<file path="src/rtl/mem_arbiter.sv">
// Two-requester memory arbiter: DMA has priority, with a CPU anti-starvation override.
// One transfer at a time goes to a registered memory port, and a WAIT-state timeout aborts stalled transfers.
module mem_arbiter #(
  parameter int unsigned STARVE_LIMIT = 4,
  parameter int unsigned TIMEOUT      = 64
) (
  input  logic        clk,
  input  logic        rst_n,
  input  logic        cpu_req,
  input  logic [31:0] cpu_addr,
  input  logic [31:0] cpu_wdata,
  input  logic [1:0]  cpu_width,
  input  logic        cpu_we,
  output logic        cpu_ack,
  output logic [31:0] cpu_rdata,
  output logic        cpu_err,
  input  logic        dma_req,
  input  logic [31:0] dma_addr,
  input  logic [31:0] dma_wdata,
  input  logic [1:0]  dma_width,
  input  logic        dma_we,
  output logic        dma_ack,
  output logic [31:0] dma_rdata,
  output logic        dma_err,
  output logic [31:0] mem_addr,
  output logic [31:0] mem_wdata,
  output logic [1:0]  mem_width,
  output logic        mem_read,
  output logic        mem_write,
  input  logic [31:0] mem_rdata,
  input  logic        mem_ok,
  output logic        owner,
  output logic        busy
);

  // state | meaning
  // IDLE  | sample requests, latch winner onto the mem_* port
  // ISSUE | strobe asserted, mem_ok ignored
  // WAIT  | strobe held until mem_ok or timeout
  // DONE  | owner ack (and err) pulse, strobes low
  typedef enum logic [1:0] {IDLE, ISSUE, WAIT, DONE} state_t;

  localparam logic [3:0] STARVE_MAX = 4'(STARVE_LIMIT);
  localparam logic [7:0] TMO_LOAD   = 8'(TIMEOUT);

  state_t     state;
  logic [3:0] starve_cnt;
  logic [7:0] tmo_cnt;
  logic       cpu_wins;

  assign cpu_wins = cpu_req && (!dma_req || starve_cnt == STARVE_MAX);

  always_ff @(posedge clk or negedge rst_n) begin
    if (!rst_n) begin
      state      <= IDLE;
      starve_cnt <= 4'd0;
      tmo_cnt    <= 8'd0;
      cpu_ack    <= 1'b0;
      dma_ack    <= 1'b0;
      cpu_err    <= 1'b0;
      dma_err    <= 1'b0;
      cpu_rdata  <= 32'd0;
      dma_rdata  <= 32'd0;
      mem_addr   <= 32'd0;
      mem_wdata  <= 32'd0;
      mem_width  <= 2'd0;
      mem_read   <= 1'b0;
      mem_write  <= 1'b0;
      owner      <= 1'b0;
      busy       <= 1'b0;
    end else begin
      cpu_ack <= 1'b0;
      dma_ack <= 1'b0;
      cpu_err <= 1'b0;
      dma_err <= 1'b0;
      case (state)
        IDLE: begin
          if (!cpu_req)
            starve_cnt <= 4'd0;
          if (cpu_req || dma_req) begin
            if (cpu_wins) begin
              mem_addr   <= cpu_addr;
              mem_wdata  <= cpu_wdata;
              mem_width  <= cpu_width;
              mem_read   <= ~cpu_we;
              mem_write  <= cpu_we;
              owner      <= 1'b0;
              starve_cnt <= 4'd0;
            end else begin
              mem_addr  <= dma_addr;
              mem_wdata <= dma_wdata;
              mem_width <= dma_width;
              mem_read  <= ~dma_we;
              mem_write <= dma_we;
              owner     <= 1'b1;
              // CPU lost while waiting: count toward its forced grant
              if (cpu_req && starve_cnt < STARVE_MAX)
                starve_cnt <= starve_cnt + 4'd1;
            end
            tmo_cnt <= TMO_LOAD;
            busy    <= 1'b1;
            state   <= ISSUE;
          end
        end
        ISSUE: state <= WAIT;
        WAIT: begin
          if (mem_ok) begin
            if (mem_read) begin
              if (owner) dma_rdata <= mem_rdata;
              else       cpu_rdata <= mem_rdata;
            end
            mem_read  <= 1'b0;
            mem_write <= 1'b0;
            cpu_ack   <= ~owner;
            dma_ack   <= owner;
            state     <= DONE;
          end else if (tmo_cnt == 8'd1) begin
            if (owner) dma_rdata <= 32'd0;
            else       cpu_rdata <= 32'd0;
            mem_read  <= 1'b0;
            mem_write <= 1'b0;
            cpu_ack   <= ~owner;
            dma_ack   <= owner;
            cpu_err   <= ~owner;
            dma_err   <= owner;
            state     <= DONE;
          end else begin
            tmo_cnt <= tmo_cnt - 8'd1;
          end
        end
        DONE: begin
          tmo_cnt <= 8'd0;
          busy    <= 1'b0;
          state   <= IDLE;
        end
        default: state <= IDLE;
      endcase
    end
  end

endmodule

</file>
<file path="config.mk">
export PLATFORM = sky130hd
export DESIGN_NAME = mem_arbiter
export DESIGN_NICKNAME = d
export VERILOG_FILES = /design/src/rtl/mem_arbiter.sv
export SDC_FILE = /design/constraint.sdc
export NUM_CORES = 1
export LEC_CHECK = 0
export ABC_AREA = 1
export CAP_MARGIN = 30
export CORE_AREA = 2 2 130 132
export CTS_BUF_LIST = sky130_fd_sc_hd__clkbuf_4 sky130_fd_sc_hd__clkbuf_8
export CTS_CLUSTER_SIZE = 25
export DETAILED_ROUTE_END_ITERATION = 8
export DIE_AREA = 0 0 132 134
export PLACE_DENSITY = 0.82
export SLEW_MARGIN = 20
export SYNTH_ARGS = -nofsm -noshare
export SYNTH_HDL_FRONTEND = slang
export SYNTH_SLANG_ARGS = --single-unit
</file>
<file path="constraint.sdc">
create_clock -name clk -period 1.8 [get_ports clk]
set_input_delay 0.36 -clock clk [delete_from_list [all_inputs] [get_ports clk]]
set_output_delay 0.36 -clock clk [all_outputs]
set_load 0.005 [all_outputs]
</file>
==> results <==
-- routing by layer --
| metal | vias to the layer above | GRT usage | routed length [µm] |
|---|---|---|---|
| li1 | 3409 | - | - |
| met1 | 3317 | 0.307 | 8690 |
| met2 | 337 | 0.431 | 11100 |
| met3 | 46 | 0.0745 | 2000 |
| met4 | 0 | 0.109 | 668 |
| met5 | - | 0 | 0 |
-- cell usage in the layout (no fill, tap or decap) --
cell type and count:
a21oi_1 1, o21ai_1 98, dfrtp_1 151, o22ai_1 3
nor3_1 2, nand2_2 4, nor2_4 2, clkbuf_4 2
nand3_1 76, buf_12 14, clkbuf_8 22, o21ai_0 49
buf_6 1, buf_4 20, or2_2 1, dfrtp_2 1
a21oi_4 2, xnor2_1 1, dlygate4sd3_1 1, inv_1 55
inv_2 5, ha_1 8, nor2_1 81, xor2_1 1
nand4_1 2, nand2_1 278, clkdlybuf4s50_1 307, nand3_2 1
nor2_2 1, bufinv_16 7
-- worst max-delay path by stage --
stage / to / slack, ns / cells after the start / start
global route: dma_rdata[15] / 0.0005 / 8 / tmo_cnt[5]
floorplan: mem_wdata[10] / 0.21 / 9 / state[0]
detailed placement: mem_addr[25] / -0.09 / 7 / cpu_req
CTS: owner / 0.02 / 1 / owner
finish: mem_wdata[1] / 0.06 / 1 / mem_wdata[1]
global placement: mem_addr[25] / -0.08 / 7 / cpu_req
-- metrics by stage --
stage	util	setup TNS, ns	setup WS, ns
after CTS	0.680	0	0.0200
after global routing	0.681	0	0.000509
after floorplan	-	0	0.212
after detailed placement	0.647	-1.52	-0.0873
final	0.681	0	0.0562
after global placement	0.647	-0.0893	-0.0817
-- registers in the layout (all words and copies together), names as in the netlist --
register    cells
busy            1
owner           1
mem_wdata      32
dma_err         1
cpu_rdata      32
state           2
dma_ack         1
starve_cnt      4
mem_read        1
cpu_ack         1
cpu_err         1
mem_addr       32
mem_write       1
tmo_cnt         8
dma_rdata      32
mem_width       2
-- area by class of cell --
cell class,count,area share
clock buffer,24,0.0287
clock inverter,7,0.0190
inverter,60,0.0203
multi-input combinational,611,0.246
sequential,152,0.343
tap,220,0.0248
timing repair buffer,343,0.318
-- what timing repair did --
action / in CTS / in global routing
pin swaps: 0 / 0
setup buffers: 0 / 0
hold buffers: 1 / 0
resized for setup: 1 / 6
setup endpoints to repair: 1 / 18
gates cloned: 0 / 0
endpoints found under the hold margin: 41 / 0
-- power by group --
group	internal, mW	switching [mW]	total, mW
Combinational	4.18	3.63	7.81
Sequential	4.92	0.893	5.81
Clock	2.14	1.24	3.38
Total	11.2	5.76	17.0
-- cell families (layout without fill, tap and decap cells) --
family | count (synthesis) | after routing | synth area share
compound gates | 153 | 153 | 0.110
fa+ha+maj | 8 | 8 | 0.0143
flops | 152 | 152 | 0.543
simple gates | 448 | 448 | 0.258
xor+xnor | 2 | 2 | 0.00250
buf+inv | 113 | 434 | 0.0715
==> metrics.txt <==
run status=finished clean; Cells after Synth=876; post-synthesis instance area=0.00700 mm²; Hold Fails Final Rpt=0; RSZ-0062 raised after global routing=false; Detailed Route Iter0 Violations=476; Layout Cells excl Fill=1417; hold slack=0.431 ns; Tmin final=1.74 ns; WL per Instance=15.8 µm; Leak Pwr=5.31 nW; f_max=0.573 GHz; finished layout cell area=0.0111 mm²; Max Cap Violations=0; Root Buffer=clkbuf_8; Critical Path AT=1.38 ns; initial core utilization=0.430; Final Skew=0.0152 ns; total power=17.0 mW; Post-synth top cells=280 x nand2_1, 152 x dfrtp_1, 94 x o21ai_1; Worst Setup Start Kind=flip-flop; # fillers=1314; Core Region=0.0163 mm²; via count=7109; H-tree Lvls=4; area of the multi-input gates=0.00273 mm²; crit-path cells=clkdlybuf4s50_1; row count=47; Total Die Area=0.0177 mm²; vias in the first global route=7052; Crit Path Max Fanout=2; Slew @ Worst Pin=0.470 ns; Clk Latency, worst-skew pair=0.44 ns; CP required=1.44 ns; critical path class=reg -> out; register area=0.00380 mm²; PD cells=1530 mW/mm²; synthesis warning total=0; syn_area_per_cell=7.99 µm²; initial antenna violation count=0; gr usage total=0.255; gp weighted congestion=0.868; Worst R2R End=mem_wdata[23]; post-synthesis async set-or-reset flop share=1.00; Netlist cell types=23; Worst VDD drop=0.731 mV; routed wire length=22400 µm; endpoints failing setup=0; Top FF cell, synth=dfrtp_1; register area share after synthesis=0.543; Sink Count=152; CTS clk-pin slew, worst paths=0.08 ns; first-pass GRT wire length=36100 µm; most common cell in the synthesized netlist=nand2_1; Post-synth EDFFs=0; Ant. Diodes=0; syn nets=1055; Final ANT Viol Nets=0; DRT Pass-1 Iters=7; drt via density=5.02; CTS Buf Count=17; flops & latches, synth=152; # nets final=1364; CTS max path bufs=2; Port Buffers=308; drt drc=0; gr ovfl total=0; min-delay worst type=in -> async; max-slew violation count=0; die width=132 µm; Synth area leader=dfrtp_1; Critical Path End Type=primary output; post-synth top area share=0.543; placed instance count=1385; slowest stage delay, CP=0.58 ns; Die Y=134 µm; Worst R2R Start=starve_cnt[0]; Post-DP Area=0.0105 mm²; critical path's slowest cell=clkdlybuf4s50_1; FF-to-FF path depth=9; largest cells by area after synthesis=dfrtp_1 54%, nand2_1 15%, o21ai_1 6.7%, nand3_1 5.5%, nor2_1 4.4%; Area growth syn-to-layout=58.3%; HPWL after DPL=16400 µm; worst path bufs/invs=1; largest net degree at the start of global routing=65; period utilization=0.969; fraction of layout cells with a size suffix above 1=0.0693; CP delay by family, top=buffers and inverters; setup slack, reg-to-reg=0.14 ns; top-level I/O count=309; relative slew slack=0.687; CTS tree=yes
Note: power is estimated with default switching activity, not from simulation.
